--- src/rtl/fetch_pkg.sv ---
// ============================================================================
// fetch_pkg : shared constants and entry helpers for the instruction fetch unit
// Rev 1.0
// ============================================================================
`default_nettype none

package fetch_pkg;

  localparam int FETCH_DEPTH = 2;

  // Buffer entry layout: {fault, pc, instr}
  localparam int ENTRY_W   = 65;
  localparam int INSTR_LSB = 0;
  localparam int PC_LSB    = 32;
  localparam int FAULT_BIT = 64;

  localparam int CNT_W = $clog2(FETCH_DEPTH + 1);

  typedef logic [ENTRY_W-1:0] entry_t;

  function automatic entry_t make_entry(input logic        fault,
                                        input logic [31:0] pc,
                                        input logic [31:0] word);
    return {fault, pc, word};
  endfunction

endpackage

`default_nettype wire

--- src/rtl/fetch_fifo.sv ---
// ============================================================================
// fetch_fifo : register-array FIFO with synchronous clear and async reset
// Rev 1.0
// ============================================================================
`default_nettype none

module fetch_fifo #(
  parameter int WIDTH = 32,
  parameter int DEPTH = 2
) (
  input  logic                         clk,
  input  logic                         rst,
  input  logic                         clr,
  input  logic                         push,
  input  logic [WIDTH-1:0]             push_data,
  input  logic                         pop,
  output logic [WIDTH-1:0]             head,
  output logic                         empty,
  output logic [$clog2(DEPTH+1)-1:0]   count
);

  localparam int CW    = $clog2(DEPTH + 1);
  localparam int PTR_W = (DEPTH > 1) ? $clog2(DEPTH) : 1;

  logic [WIDTH-1:0] mem [DEPTH];
  logic [PTR_W-1:0] rd_ptr;
  logic [PTR_W-1:0] wr_ptr;
  logic             full;
  logic             do_push;
  logic             do_pop;

  function automatic logic [PTR_W-1:0] next_ptr(input logic [PTR_W-1:0] p);
    return (p == PTR_W'(DEPTH - 1)) ? '0 : p + PTR_W'(1);
  endfunction

  assign empty   = (count == '0);
  assign full    = (count == CW'(DEPTH));
  assign head    = mem[rd_ptr];
  assign do_pop  = pop && !empty;
  // A full FIFO still accepts a push when the head leaves in the same cycle
  assign do_push = push && (!full || do_pop);

  always_ff @(posedge clk or posedge rst) begin
    if (rst) begin
      rd_ptr <= '0;
      wr_ptr <= '0;
      count  <= '0;
    end else if (clr) begin
      rd_ptr <= '0;
      wr_ptr <= '0;
      count  <= '0;
    end else begin
      if (do_pop)  rd_ptr <= next_ptr(rd_ptr);
      if (do_push) wr_ptr <= next_ptr(wr_ptr);
      case ({do_push, do_pop})
        2'b10:   count <= count + CW'(1);
        2'b01:   count <= count - CW'(1);
        default: count <= count;
      endcase
    end
  end

  always_ff @(posedge clk) begin
    if (do_push && !clr) mem[wr_ptr] <= push_data;
  end

endmodule

`default_nettype wire

--- src/rtl/instr_fetch_unit.sv ---
// ============================================================================
// instr_fetch_unit : PC-to-decode fetch with outstanding reads, flush and faults
// Rev 1.0
// ============================================================================
`default_nettype none

module instr_fetch_unit
  import fetch_pkg::*;
#(
  parameter int DEPTH = FETCH_DEPTH
) (
  input  logic        clk,
  input  logic        rst,
  input  logic        addr_valid,
  input  logic [31:0] addr,
  output logic        addr_ready,
  input  logic        flush,
  output logic        imem_req,
  output logic [31:0] imem_addr,
  input  logic        imem_gnt,
  input  logic        imem_rvalid,
  input  logic [31:0] imem_rdata,
  output logic        instr_valid,
  output logic [31:0] instr,
  output logic [31:0] instr_pc,
  output logic        instr_fault,
  input  logic        instr_ready
);

  localparam int CW = $clog2(DEPTH + 1);

  logic [CW-1:0]  outst;
  logic [CW-1:0]  occ;
  logic [CW-1:0]  drop;
  logic [CW-1:0]  drop_nxt;
  logic [CW:0]    in_use;

  logic           pop;
  logic           credit;
  logic           aligned;
  logic           base_ok;
  logic           accept_al;
  logic           accept_mis;
  logic           rsp_take;
  logic           rsp_drop;

  logic [31:0]    pend_head;
  logic           pend_empty;
  entry_t         buf_head;
  entry_t         buf_wdata;
  logic           buf_empty;
  logic           buf_push;

  assign in_use  = {1'b0, outst} + {1'b0, occ};
  assign pop     = instr_valid && instr_ready;
  assign credit  = (in_use < (CW+1)'(DEPTH)) || pop;
  assign aligned = (addr[1:0] == 2'b00);

  // Shared gating for both aligned and misaligned accepts
  assign base_ok = !rst && addr_valid && credit && !flush && (drop == '0);

  assign imem_req   = base_ok && aligned;
  assign imem_addr  = addr;
  assign accept_al  = imem_req && imem_gnt;
  // Misaligned entries wait for in-flight reads so the stream stays in order
  assign accept_mis = base_ok && !aligned && (outst == '0);
  assign addr_ready = accept_al || accept_mis;

  assign rsp_drop = imem_rvalid && (drop != '0);
  assign rsp_take = imem_rvalid && (drop == '0) && !pend_empty && !flush;

  assign buf_push  = accept_mis || rsp_take;
  assign buf_wdata = accept_mis ? make_entry(1'b1, addr, 32'h0)
                                : make_entry(1'b0, pend_head, imem_rdata);

  fetch_fifo #(
    .WIDTH (32),
    .DEPTH (DEPTH)
  ) u_pend (
    .clk       (clk),
    .rst       (rst),
    .clr       (flush),
    .push      (accept_al),
    .push_data (addr),
    .pop       (rsp_take),
    .head      (pend_head),
    .empty     (pend_empty),
    .count     (outst)
  );

  fetch_fifo #(
    .WIDTH (ENTRY_W),
    .DEPTH (DEPTH)
  ) u_buf (
    .clk       (clk),
    .rst       (rst),
    .clr       (flush),
    .push      (buf_push),
    .push_data (buf_wdata),
    .pop       (pop),
    .head      (buf_head),
    .empty     (buf_empty),
    .count     (occ)
  );

  assign instr_valid = !buf_empty;
  assign instr       = instr_valid ? buf_head[INSTR_LSB +: 32] : 32'h0;
  assign instr_pc    = instr_valid ? buf_head[PC_LSB +: 32]    : 32'h0;
  assign instr_fault = instr_valid && buf_head[FAULT_BIT];

  // A response landing in the flush cycle is one of the abandoned reads
  always_comb begin
    drop_nxt = drop;
    if (flush) begin
      drop_nxt = drop + outst;
      if (imem_rvalid && (drop_nxt != '0)) drop_nxt = drop_nxt - CW'(1);
    end else if (rsp_drop) begin
      drop_nxt = drop - CW'(1);
    end
  end

  always_ff @(posedge clk or posedge rst) begin
    if (rst) drop <= '0;
    else     drop <= drop_nxt;
  end

  a_no_orphan_rsp: assert property (@(posedge clk) disable iff (rst)
    !(imem_rvalid && (outst == '0) && (drop == '0)));

endmodule

`default_nettype wire

--- config.mk ---
export PLATFORM = sky130hd
export DESIGN_NAME = instr_fetch_unit
export DESIGN_NICKNAME = d
export VERILOG_FILES = /design/src/rtl/fetch_pkg.sv /design/src/rtl/fetch_fifo.sv /design/src/rtl/instr_fetch_unit.sv
export SDC_FILE = /design/constraint.sdc
export NUM_CORES = 1
export LEC_CHECK = 0
export ABC_AREA = 1
export BUFFER_PORTS_ARGS = -buffer_cell sky130_fd_sc_hd__buf_2
export CORE_MARGIN = 10
export CORE_UTILIZATION = 58
export CTS_CLUSTER_SIZE = 24
export DETAILED_ROUTE_END_ITERATION = 6
export PLACE_DENSITY = 0.83
export SKIP_CTS_REPAIR_TIMING = 1
export SLEW_MARGIN = 20
export SYNTH_ARGS = -nofsm -noshare
export SYNTH_HDL_FRONTEND = slang
export SYNTH_SLANG_ARGS = --single-unit
--- constraint.sdc ---
create_clock -name clk -period 13.9 [get_ports clk]
set_input_delay 2.085 -clock clk [delete_from_list [all_inputs] [get_ports clk]]
set_output_delay 2.085 -clock clk [all_outputs]
set_load 0.02 [all_outputs]
======== Yosys cells after proc, flatten, opt, wreduce, memory -nomap -nowiden ========
Memory sizes are Yosys's and may differ from the RTL's.
Index checks and enable logic that the tools add are counted.
word-level totals
  bits in registers ....................... 10
  RAM bits ................................ 194
  memories ................................ 2
operators by class
  $add $sub $neg .......................... 12
  magnitude comparators ................... 1
  eq/ne operators ......................... 6
  muxes and demuxes ....................... 26
  reductions and logical operators ........ 46
memory list
  name        words  width  rd ports  clocked after memory_dff  wr ports  RTL line          source
  u_buf.mem   2      65     1         0                         1         fetch_fifo.sv:25  logic [WIDTH-1:0] mem [DEPTH];
  u_pend.mem  2      32     1         0                         1         fetch_fifo.sv:25
operator list
  cell                                                                    count
  65-bit two-way mux                                                      1
  32-bit two-way mux                                                      2
  1-bit logical AND                                                       21
  1-bit two-way mux                                                       16
  2-bit nonzero test                                                      7
  2-bit two-way mux                                                       5
  2-bit equality test (second input constant)                             4
  2-bit zero test                                                         4
  2-bit one-hot mux with 2 select lines                                   2
  2-bit by 1-bit subtractor with 2-bit output (second input constant)     4
  1-bit zero test                                                         7
  3-bit nonzero test                                                      2
  1-bit logical OR                                                        5
  1-bit adder (second input constant)                                     4
  2-bit by 1-bit adder with 2-bit output (second input constant)          2
  2-bit by 1-bit equality test with 1-bit output (second input constant)  2
  2-bit by 2-bit adder with 3-bit output                                  1
  3-bit by 2-bit < comparator with 1-bit output (second input constant)   1
  2-bit adder                                                             1

======== Longest topological paths before layout ========
Gate-level depths: netlist of run 1.
  depth after elaboration ................. 14
  gate-level depth with buffers ........... 13
  depth with buffers taken out ............ 12

======== By module ========
A second synthesis of run 1 with hierarchy kept.
unflattened totals
  cells, all modules ...................... 843
  area total of the unflattened synthesis .. 9416.5 µm²
by module, submodules not included
  module                instances  cells an instance  area each (µm²)  sequential area each (µm²)
  fetch_fifo at u_buf   1          241                5047.3           4003.8
  fetch_fifo at u_pend  1          206                2577.5           2021.9
  instr_fetch_unit      1          396                1791.7           50.0

======== Least setup slack after synthesis of run 1 ========
OpenSTA, ideal clock, no wires.
  path kind ............................... in2reg
  from .................................... in rst
  to ...................................... mem u_buf.mem[0][0] in the netlist's numbering, enable pin
  data arrival time ....................... 5681 ps
  required time ........................... 13412 ps
  path slack .............................. 7731 ps
  stages .................................. 8
  buffers on the path ..................... 1
  cell sequence ........................... inv_1 > nand2_1 > nor2_2 > nand3_2 > buf_6 > nand2_4 > o21ai_2 > nor2_1
on the way
  longest elaborated chain between the ends .. 12
RTL lines
  element                                  RTL line                source
  start, declared                          instr_fetch_unit.sv:13  input logic rst,
  1-bit zero test (no source line)         n/a
  1-bit logical AND (4 in series)          instr_fetch_unit.sv:60  assign base_ok = !rst && addr_valid && credit && !flush && (drop == '0);
  1-bit logical AND (2 in series)          instr_fetch_unit.sv:66  assign accept_mis = base_ok && !aligned && (outst == '0);
  1-bit logical OR                         instr_fetch_unit.sv:72  assign buf_push = accept_mis || rsp_take;
  1-bit logical AND                        fetch_fifo.sv:41        assign do_push = push && (!full || do_pop);
  1-bit logical AND                        fetch_fifo.sv:64        if (do_push && !clr) mem[wr_ptr] <= push_data;
  1-bit two-way mux                        fetch_fifo.sv:64
  1-bit two-way mux (implied by the code)  fetch_fifo.sv:64
  end, declared                            fetch_fifo.sv:25
No other way between the ends.

======== Final worst setup path of run 1 ========
  from .................................... in rst
  to ...................................... out addr_ready
on the way
  longest elaborated chain between the ends .. 8
  elaborated cells between the ends (all ways) .. 10
  classes of those cells .................. 10 x reduce/logical
RTL lines
  element                               RTL line                                        source
  1-bit zero test (no source line) *    n/a
  1-bit logical AND * (4 in series)     instr_fetch_unit.sv:60
  1-bit logical AND (on tied branches)  instr_fetch_unit.sv:62, instr_fetch_unit.sv:66
  1-bit logical AND (on tied branches)  instr_fetch_unit.sv:64, instr_fetch_unit.sv:66
  1-bit logical OR *                    instr_fetch_unit.sv:67                          assign addr_ready = accept_al || accept_mis;
  end, declared                         instr_fetch_unit.sv:16                          output logic addr_ready,
Every way passes the cells marked *; elsewhere a longest branch is shown, timed or not.

==> run summary, run 1 <==
RUN STATUS
--------------------------------------------------------------------------------------
Status                                                                    finished clean

POWER AND IR DROP
--------------------------------------------------------------------------------------
Leakage                                                                        4.28 nW
IR drop worst, VDD                                                            0.124 mV
Cell Pwr Density                                                           172 nW/um^2
Tot Pwr                                                                        1.75 mW

DIE
--------------------------------------------------------------------------------------
Core area                                                                  14600 sq um
Starting density of the core                                                     0.594
Die Ht                                                                     143 microns
I/O pin total                                                                      171
Die X                                                                      143 microns
Number of rows created at floorplan                                                 44
Area enclosed by the die boundary                                          20300 sq um

GRT
--------------------------------------------------------------------------------------
Remaining global-route overflow                                                      0
Global-route usage over all layers                                               0.177
Antenna violations before repair                                                     0
Global-route wire length before repair                                    29200 microns
Number of global-route vias before repair                                         5888
Largest net degree at the start of global routing                                  101

YOSYS
--------------------------------------------------------------------------------------
Flops & latches, synth                                                             204
Total nets after synthesis                                                         843
Count of warnings emitted by yosys                                                   0
Mapped Cells                                                                       768
Synthesized area divided by synthesized cell count                          11.3 sq um
Number of unique standard cell types used by synthesis                              35
Part of the Yosys area used for sequential elements                              0.698
Primary flip-flop cell chosen by synthesis mapping                            edfxtp_1
Number of enable-type register cells in the synthesized netlist                    194
Synth async-reset ratio                                                         0.0490
Post-synth design cell area                                                 8700 sq um

JOB
--------------------------------------------------------------------------------------
# Max-Cap Violations                                                                 0

CLOCK TREE
--------------------------------------------------------------------------------------
Clock slew at the register clock pins of the worst setup and hold paths        0.06 ns
CTS tree                                                                          done
Buffer cell driving the clock tree root                                      clkbuf_16
Total number of clock tree sinks                                                   204
Latest clock arrival within the worst-skew pair                                0.48 ns
Number of buffers added by the clock tree synthesis step                            21
Max Root-Sink Buffers                                                                3
Number of H-tree branching levels                                                    1

STA
--------------------------------------------------------------------------------------
Final Cycle Share                                                                0.388
Headroom to the max-slew limit                                                   0.291
Final Hold Vio Count                                                                 0
Period minus WS final                                                          5.39 ns
Final Slew Violations                                                                0
Final Setup Violations                                                               0
Unrepaired setup endpoints after global routing                                     no
Timing-limited maximum frequency                                             0.185 GHz
Tightest Pin Transition                                                        1.06 ns
Setup TNS Final                                                                   0 ns
Clock tree skew after final layout                                           0.0176 ns

FINAL LAYOUT
--------------------------------------------------------------------------------------
Synth-to-layout area growth                                                      16.4%
Number of standard cells in the layout, taps in and fillers out                   1093
Layout cells sized above 1                                                       0.259
Diodes inserted                                                                      0
Utilization of the core after routing                                            0.692
Sequential cell area                                                        6080 sq um
Layout fillers                                                                    1042
Area of combinational cells with multiple inputs                            2040 sq um
# nets final                                                                       971

SETUP PATH
--------------------------------------------------------------------------------------
Crit path max fanout                                                                11
Worst Reg2Reg Path Length in Cells                                                  11
Type of destination of the critical path                                   output port
Critical setup path kind                                                  primary input to output port
CP Data Arrival Time                                                           3.31 ns
Critical path required time                                                   11.81 ns
Reg-to-reg setup timing slack                                                  9.94 ns
Critical path startpoint category                                         primary input

MIN PATH
--------------------------------------------------------------------------------------
Number of cells on the worst hold path                                               1
Class of the tightest hold or removal check                               register to register

PLACE
--------------------------------------------------------------------------------------
DP Wirelength                                                             11900 microns
Number of I/O port buffers                                                         170
RePlAce Congestion                                                               0.798
Instance count after placement with tap cells included                            1057

DETAILED ROUTING
--------------------------------------------------------------------------------------
Drt initial violations                                                             434
Remaining design rule violation count                                                0
Routed len/inst                                                           17.1 microns
Vias per cell                                                                     5.31
Total iterations of the first detailed-routing run                                   5
Antenna Violating Nets Remaining                                                     0
Via count                                                                         5805
Total Wirelength                                                          18700 microns

cells by family (layout without fill, tap and decap cells):
group           after synthesis  after routing  synth area share
flops                       204            204             0.698
compound gates              110            110            0.0704
simple gates                318            318             0.148
xor+xnor                      4              4           0.00403
buf+inv                     128            269            0.0733
fa+ha+maj                     4              4           0.00661
through the flow:
stage	setup WS [ns]	hold slack, ns	instance area [sq um]
floorplan	7.73	0.468	8700
global placement	8.56	0.554	9460
detailed placement	8.49	0.551	9460
CTS	8.49	0.561	10100
global route	8.35	0.587	10100
finish	8.51	0.562	10100
where the power goes:
part,switching (mW),internal [mW],leakage (nW),total (mW)
sequential,0.0174,0.708,1.88,0.725
clock,0.217,0.332,0.336,0.549
combinational,0.337,0.137,2.07,0.474
total,0.571,1.18,4.28,1.75
cell usage after synthesis, types with 3 or more instances:
library cell | count | area share
nand2_1 | 248 | 0.11
edfxtp_1 | 194 | 0.67
a21oi_1 | 67 | 0.039
inv_1 | 49 | 0.021
nor2_1 | 42 | 0.018
buf_4 | 36 | 0.031
a31oi_1 | 33 | 0.024
clkbuf_1 | 21 | 0.0091
nand3_1 | 14 | 0.0080
buf_2 | 12 | 0.0069
dfrtp_1 | 10 | 0.029
inv_2 | 6 | 0.0026
o21ai_0 | 4 | 0.0023
ha_1 | 3 | 0.0043
nand3_2 | 3 | 0.0034
state kept, by name, indices dropped and copies added (netlist names):
name           cells
u_pend.rd_ptr      1
u_pend.mem        64
u_buf.mem        130
u_buf.rd_ptr       1
u_buf.wr_ptr       1
u_buf.count        2
u_pend.wr_ptr      1
drop               2
u_pend.count       2
cell usage in the layout (no fill, tap or decap), drive strengths merged, types with 8 or more instances in the layout:
cell type	Yosys	routed
edfxtp	194	194
nor2	43	43
nand3	17	17
buf	51	177
nand2	251	251
clkinv	1	10
a21oi	68	68
o21ai	8	8
clkbuf	21	23
dfrtp	10	10
inv	55	56
a31oi	33	33
worst paths after layout:
kind	start	to
setup reg to reg	u_buf.count[0]	u_buf.mem[1][53]
max in group asynchronous	rst	u_buf.rd_ptr
min in group asynchronous	rst	drop[1]
setup / recovery	rst	addr_ready
hold / removal	u_buf.wr_ptr	u_buf.wr_ptr
hold reg to reg	u_buf.wr_ptr	u_buf.wr_ptr
metal layers:
metal / track usage / part of all wire / routed length [microns] / vias up
li1: - / - / - / 2825
met1: 0.219 / 0.41 / 7750 / 2735
met2: 0.310 / 0.49 / 9130 / 216
met3: 0.0397 / 0.080 / 1500 / 29
met4: 0.0434 / 0.017 / 326 / 0
met5: 0 / 0 / 0 / -
final cells by class:
| type | count | share of cell area |
|---|---|---|
| Clock inverter | 13 | 0.0142 |
| Clock buffer | 23 | 0.0526 |
| Multi-Input combinational cell | 436 | 0.201 |
| Sequential cell | 204 | 0.600 |
| Timing Repair Buffer | 177 | 0.0891 |
| Inverter | 56 | 0.0207 |
| Tap cell | 184 | 0.0227 |
critical path, stage by stage:
cell and delay (ns):
buf_2 0.09, inv_1 0.31, nand2_1 0.13, nor2_2 0.20, nand4_2 0.21, nand2_1 0.10
buf_2 0.16
(Power assumes the default switching activity.)
==> run 2: changes to the inputs <==
- CORE_UTILIZATION: 58 -> 55
- PLACE_DENSITY: 0.83 -> 0.8
- clock period: 13.9 -> 5.2 ns (I/O delays scaled with it)
==> run summary, run 2 (synthesized netlist as in run 1, its figures left out) <==
RUN STATUS
--------------------------------------------------------------------------------------
Status                                                                    finished clean

PLACE
--------------------------------------------------------------------------------------
DP Wirelength                                                             12500 microns   +5.7%
Setup Slack @ Placement                                                        1.71 ns   -6.79 ns
RePlAce Congestion                                                               0.843   +5.7%
Instance count after placement with tap cells included                            1085   +2.6%
Number of I/O port buffers                                                         170   unchanged

FINAL LAYOUT
--------------------------------------------------------------------------------------
Number of flip-flops under the largest register name                               130   unchanged
Layout fillers                                                                    1142   +9.6%
Layout cells sized above 1                                                       0.257   -0.00167
Number of standard cells in the layout, taps in and fillers out                   1122   +2.7%
Most frequent standard cell in the layout excluding fill and tap cells         nand2_1
# nets final                                                                       972   +0.10%
Most frequent cells in the layout                                         nand2_1 (248), edfxtp_1 (194), buf_2 (170)
Register containing the most flip-flops in the final layout                  u_buf.mem
Synth-to-layout area growth                                                      16.7%
Diodes inserted                                                                      0   unchanged
Biggest registers after layout                                            u_buf.mem (130), u_pend.mem (64)

DIE
--------------------------------------------------------------------------------------
Number of rows created at floorplan                                                 45   +2.3%
I/O pin total                                                                      171   unchanged
Die Ht                                                                     146 microns   +2.3%
Starting density of the core                                                     0.566   -0.0281
Core area                                                                  15400 sq um   +5.0%
Die X                                                                      146 microns   +2.3%
Area enclosed by the die boundary                                          21300 sq um   +4.7%

STA
--------------------------------------------------------------------------------------
Period minus WS final                                                          3.72 ns
Clock tree skew after final layout                                           0.0199 ns   +0.00231 ns
Headroom to the max-slew limit                                                   0.292   +0.000708
Final Setup Violations                                                               0   unchanged
Timing-limited maximum frequency                                             0.269 GHz
Setup TNS Final                                                                   0 ns   unchanged
Final Cycle Share                                                                0.716
Final Slew Violations                                                                0   unchanged
Final Hold Vio Count                                                                 0   unchanged
Hold slack                                                                    0.271 ns   -0.291 ns
Final worst setup slack                                                        1.48 ns   -7.03 ns
Tightest Pin Transition                                                        1.06 ns   -0.00759 ns
Unrepaired setup endpoints after global routing                                     no

POWER AND IR DROP
--------------------------------------------------------------------------------------
IR drop worst, VDD                                                            0.368 mV   +200%
Leakage                                                                        4.28 nW   -0.10%
Cell Pwr Density                                                           460 nW/um^2   +170%

DETAILED ROUTING
--------------------------------------------------------------------------------------
Total Wirelength                                                          19700 microns   +5.5%
Routed len/inst                                                           17.6 microns   +2.7%
Drt initial violations                                                             500   +15%
Vias per cell                                                                     5.24   -1.3%
Remaining design rule violation count                                                0   unchanged
Via count                                                                         5880   +1.3%
Total iterations of the first detailed-routing run                                   5   unchanged
Antenna Violating Nets Remaining                                                     0   unchanged

GRT
--------------------------------------------------------------------------------------
Number of global-route vias before repair                                         6011   +2.1%
Global-route usage over all layers                                               0.179   +0.00133
Global-route wire length before repair                                    31100 microns   +6.5%
Remaining global-route overflow                                                      0   unchanged
Antenna violations before repair                                                     0   unchanged
Largest net degree at the start of global routing                                   69   -32%

SETUP PATH
--------------------------------------------------------------------------------------
Crit path largest cell delay                                                   0.58 ns   +0.27 ns
Critical path required time                                                    4.42 ns   -7.39 ns
Top cell by count, worst path                                                  nand2_1
CP Data Arrival Time                                                           2.94 ns   -0.37 ns
Reg-to-reg setup timing slack                                                  1.90 ns   -8.04 ns
Crit path max fanout                                                                68   +57
Critical setup path kind                                                  register to output port
Cell with the largest stage delay on the worst path                            nand3_4
Critical path startpoint category                                             register
Cell-by-cell trace of the critical path                                   nand2_1 -> inv_1 -> fa_1 -> or2_1 -> nand2_2 -> nand3_4 -> nand2_1 -> buf_2
Type of destination of the critical path                                   output port

CLOCK TREE
--------------------------------------------------------------------------------------
CTS tree                                                                          done
Buffer cell driving the clock tree root                                      clkbuf_16
Max Root-Sink Buffers                                                                3   unchanged
Latest clock arrival within the worst-skew pair                                0.50 ns   +0.02 ns
Total number of clock tree sinks                                                   204   unchanged
Clock slew at the register clock pins of the worst setup and hold paths        0.06 ns   about the same
Number of H-tree branching levels                                                    1   unchanged
Number of buffers added by the clock tree synthesis step                            21   unchanged

MIN PATH
--------------------------------------------------------------------------------------
Class of the tightest hold or removal check                               primary input to async pin

JOB
--------------------------------------------------------------------------------------
# Max-Cap Violations                                                                 0   unchanged

-- run 2: cell count changes in the layout (fill, tap and decap cells not counted), sizes merged --
cell	delta
buf	+1
clkbuf	+6
inv	+1
clkinv	-5
bufinv	-1
-- run 2: worst paths after layout --
| path | from | end | cells past startpoint |
|---|---|---|---|
| max in group asynchronous | rst | u_buf.rd_ptr | 2 |
| max reg2reg | u_buf.count[0] | u_buf.mem[0][33] | 10 |
| min reg2reg | u_buf.wr_ptr | u_buf.wr_ptr | 1 |
| max | u_buf.count[0] | addr_ready | 8 |
| min | rst | u_pend.wr_ptr | 2 |
| min in group clk | addr[17] | u_pend.mem[0][17] | 1 |
-- run 2: layout make-up --
cell class                 instances  area (sq um)  share of cell area
sequential                       204          6080               0.598
multi-input combinational        436          2040               0.200
timing repair buffer             178           911              0.0896
clock buffer                      29           566              0.0557
tap                              211           264              0.0260
inverter                          56           213              0.0209
clock inverter                     8          96.3             0.00948
-- run 2: metrics by stage --
step	area [sq um]	total power, mW	utilization
global placement	9500	3.24	0.618
detailed placement	9500	3.27	0.618
finish	10200	4.67	0.661
floorplan	8700	2.82	-
CTS	10200	4.72	0.661
global route	10200	4.91	0.661
-- run 2: worst max-delay path: cells and delay by family, from the launching register on --
| kind | cells | cell delay (ns) |
|---|---|---|
| DFF | 1 | 0.52 |
| adders and majority gates | 1 | 0.40 |
| buffers and inverters | 2 | 0.26 |
| and+or+nand+nor | 5 | 1.27 |
-- run 2: metal layers --
layer	vias to the layer above	GRT usage	wire, microns
met4	0	0.0369	301
li1	2831	-	-
met5	-	0	0
met3	23	0.0416	1480
met2	253	0.309	9920
met1	2773	0.223	8020
-- run 2: where the power goes --
group	leakage, nW	switching [mW]	total (mW)	internal (mW)
Combinational	2.08	0.921	1.29	0.368
Clock	0.325	0.585	1.45	0.862
Sequential	1.88	0.0450	1.94	1.89
==> run 3: changes to the inputs <==
- ABC_AREA: 1 -> 0
- PLACE_DENSITY: 0.8 -> 0.79
- clock period: 5.2 -> 3.5 ns (I/O delays scaled with it)
==> run summary, run 3 <==
POWER AND IR DROP
--------------------------------------------------------------------------------------
Tot Pwr                                                                        5.56 mW   +19%
Power spent charging and discharging nets                                      1.21 mW   -22%
Switching share of total power                                                   0.218   -0.114
Sequential cell fraction of total power                                          0.500   +0.086
Leakage                                                                        3.76 nW   -12%
Share of power burned in the clock network                                       0.406   +0.096
Cell Pwr Density                                                           535 nW/um^2   +16%
Portion of total power attributed to combinational logic                         0.094   -0.182
IR drop worst, VDD                                                            0.442 mV   +20%
Cell-internal power                                                            4.35 mW   +39%

FINAL LAYOUT
--------------------------------------------------------------------------------------
Register containing the most flip-flops in the final layout                  u_buf.mem
Most frequent cells in the layout                                         edfxtp_1 (194), buf_2 (170), mux2i_1 (102)
Layout cells sized above 1                                                       0.297   +0.0404
Cell area after layout                                                     10400 sq um   +2.4%
Most frequent standard cell in the layout excluding fill and tap cells        edfxtp_1
Diodes inserted                                                                      0   unchanged
Biggest registers after layout                                            u_buf.mem (130), u_pend.mem (64)
# nets final                                                                       828   -15%
Number of flip-flops under the largest register name                               130   unchanged
Utilization of the core after routing                                            0.660   -0.00134
Synth-to-layout area growth                                                      18.1%

GRT
--------------------------------------------------------------------------------------
Largest net degree at the start of global routing                                   66   -4.3%
Antenna violations before repair                                                     0   unchanged
Global-route usage over all layers                                               0.167   -0.0111
Remaining global-route overflow                                                      0   unchanged
Number of global-route vias before repair                                         5614   -6.6%
Global-route wire length before repair                                    29500 microns   -5.1%

YOSYS
--------------------------------------------------------------------------------------
Number of unique standard cell types used by synthesis                              39   +11%
Most area-consuming cells after synthesis                                 edfxtp_1 (66%), mux2i_1 (12%), nor2_1 (3.5%)
Most frequent cells after synthesis                                       edfxtp_1 (194), mux2i_1 (102), nor2_1 (82), nand2_1 (38), and2_1 (34)
Primary flip-flop cell chosen by synthesis mapping                            edfxtp_1
Most used standard cell by instance count after synthesis                     edfxtp_1
Synthesized area divided by synthesized cell count                          14.3 sq um   +26%
Number of enable-type register cells in the synthesized netlist                    194   unchanged
Biggest area consumer among synthesized cells                                 edfxtp_1
Count of warnings emitted by yosys                                                   0   unchanged
Post-synth design cell area                                                 8810 sq um   +1.2%
Share of the synthesized area in the top cell type                               0.661   -0.00789
Synth async-reset ratio                                                         0.0490   unchanged
Part of the Yosys area used for sequential elements                              0.690   -0.00823
Flops & latches, synth                                                             204   unchanged
Total nets after synthesis                                                         690   -18%
Mapped Cells                                                                       615   -20%

STA
--------------------------------------------------------------------------------------
Clock tree skew after final layout                                           0.0168 ns   -0.00308 ns
Final Hold Vio Count                                                                 0   unchanged
Unrepaired setup endpoints after global routing                                     no
Hold slack                                                                   0.0306 ns   -0.240 ns
Setup TNS Final                                                                   0 ns   unchanged
Period minus WS final                                                          3.13 ns
Final Slew Violations                                                                0   unchanged
Headroom to the max-slew limit                                                   0.314   +0.0217
Final Cycle Share                                                                0.894
Timing-limited maximum frequency                                             0.320 GHz
Tightest Pin Transition                                                        1.03 ns   -0.0261 ns
Final Setup Violations                                                               0   unchanged

JOB
--------------------------------------------------------------------------------------
# Max-Cap Violations                                                                 0   unchanged

PLACE
--------------------------------------------------------------------------------------
RePlAce Congestion                                                               0.786   -6.8%
DP Wirelength                                                             12500 microns   -0.22%
Number of I/O port buffers                                                         170   unchanged
Placed inst area                                                            9700 sq um   +2.1%

SETUP PATH
--------------------------------------------------------------------------------------
Crit path max fanout                                                                38   -44%
Critical path required time                                                    2.97 ns   -1.45 ns
Critical setup path kind                                                  register to output port
Type of destination of the critical path                                   output port
Critical path startpoint category                                             register
Worst Reg2Reg Path Length in Cells                                                   7   -3
CP Data Arrival Time                                                           2.60 ns   -0.34 ns

DIE
--------------------------------------------------------------------------------------
Starting density of the core                                                     0.559   -0.00775
Die X                                                                      147 microns   +0.51%
Number of rows created at floorplan                                                 46   +2.2%
Area enclosed by the die boundary                                          21500 sq um   +1.0%
Die Ht                                                                     147 microns   +0.51%
I/O pin total                                                                      171   unchanged
Core area                                                                  15800 sq um   +2.6%

RUN STATUS
--------------------------------------------------------------------------------------
Status                                                                    finished clean

DETAILED ROUTING
--------------------------------------------------------------------------------------
Total iterations of the first detailed-routing run                                   4   -1
Total Wirelength                                                          18500 microns   -6.1%
Remaining design rule violation count                                                0   unchanged
Vias per cell                                                                     5.31   +1.3%
Via count                                                                         5217   -11%
Drt initial violations                                                             370   -26%
Antenna Violating Nets Remaining                                                     0   unchanged
Routed len/inst                                                           18.8 microns   +7.1%

CLOCK TREE
--------------------------------------------------------------------------------------
CTS tree                                                                          done
Number of H-tree branching levels                                                    1   unchanged
Max Root-Sink Buffers                                                                3   unchanged
Latest clock arrival within the worst-skew pair                                0.49 ns   about the same
Clock slew at the register clock pins of the worst setup and hold paths        0.06 ns   about the same
Total number of clock tree sinks                                                   204   unchanged
Number of buffers added by the clock tree synthesis step                            21   unchanged
Buffer cell driving the clock tree root                                      clkbuf_16

MIN PATH
--------------------------------------------------------------------------------------
Class of the tightest hold or removal check                               primary input to async pin

## run 3: cell count changes after synthesis, sizes merged, moves of 4 or more
cell    before  now
nand2      251   38
mux2i        0  102
a21oi       68    2
inv         55   11
nor2        43   82
and2         0   34
a31oi       33    0
o21ai        8   36
nand3       17    0
clkbuf      21   11
buf         51   56
nor3         0    5
nand2b       0    4
## run 3: logic make-up after synthesis
kind of cell / synth area share
compound gates: 0.0371
xor+xnor: 0.00653
buf+inv: 0.0541
mux: 0.116
flops: 0.690
simple gates: 0.0901
fa+ha+maj: 0.00653
## run 3: metrics by stage
stage	cells	setup WS (ns)
6_report	983	0.371
5_1_grt	983	0.230
4_1_cts	983	0.346
3_5_place_dp	946	0.668
3_3_place_gp	946	0.740
2_1_floorplan	615	-0.200
## run 3: final cells by class
type                            instances  area, sq um
Tap cell                              216          270
Clock buffer                           24          537
Clock inverter                         13          165
Sequential cell                       204         6080
Timing Repair Buffer                  182         1000
Fill cell                            1145         5370
Multi-Input combinational cell        333         2310
Inverter                               11         41.3
## run 3: final timing paths
path / slack (ns) / end / from
worst max-delay path: 0.37 / addr_ready / u_buf.count[0]
worst min-delay path: 0.03 / u_pend.wr_ptr / rst
worst max register to register: 0.67 / u_pend.mem[0][18] / u_buf.count[0]
worst min register to register: 0.58 / u_pend.wr_ptr / u_pend.wr_ptr
max in group asynchronous: 3.14 / u_buf.rd_ptr / rst
min in group clk: 0.25 / u_pend.mem[1][22] / addr[22]
## run 3: critical path, cell delays in order, from the launching register on
cell and delay [ns]:
dfrtp_1 0.50, and2_4 0.22, fa_1 0.52, nor2_4 0.06, o2111ai_4 0.19, buf_4 0.36
nand2_1 0.09, buf_2 0.17
## run 3: layer usage
layer  global-route usage  routed length [microns]  vias up
li1                     -                        -     2453
met3               0.0451                     1340       32
met4               0.0485                      418        0
met5                    0                        0        -
met1                0.203                     7660     2537
met2                0.287                     9100      195
## run 3: power groups by stage
stage          clock network [mW]  registers [mW]  logic, mW
3_3_place_gp                    0            2.83      0.498
4_1_cts                      2.29            2.78      0.531
5_1_grt                      2.41            2.79      0.573
6_report                     2.26            2.78      0.522
2_1_floorplan                   0            2.82      0.377
3_5_place_dp                    0            2.83      0.526
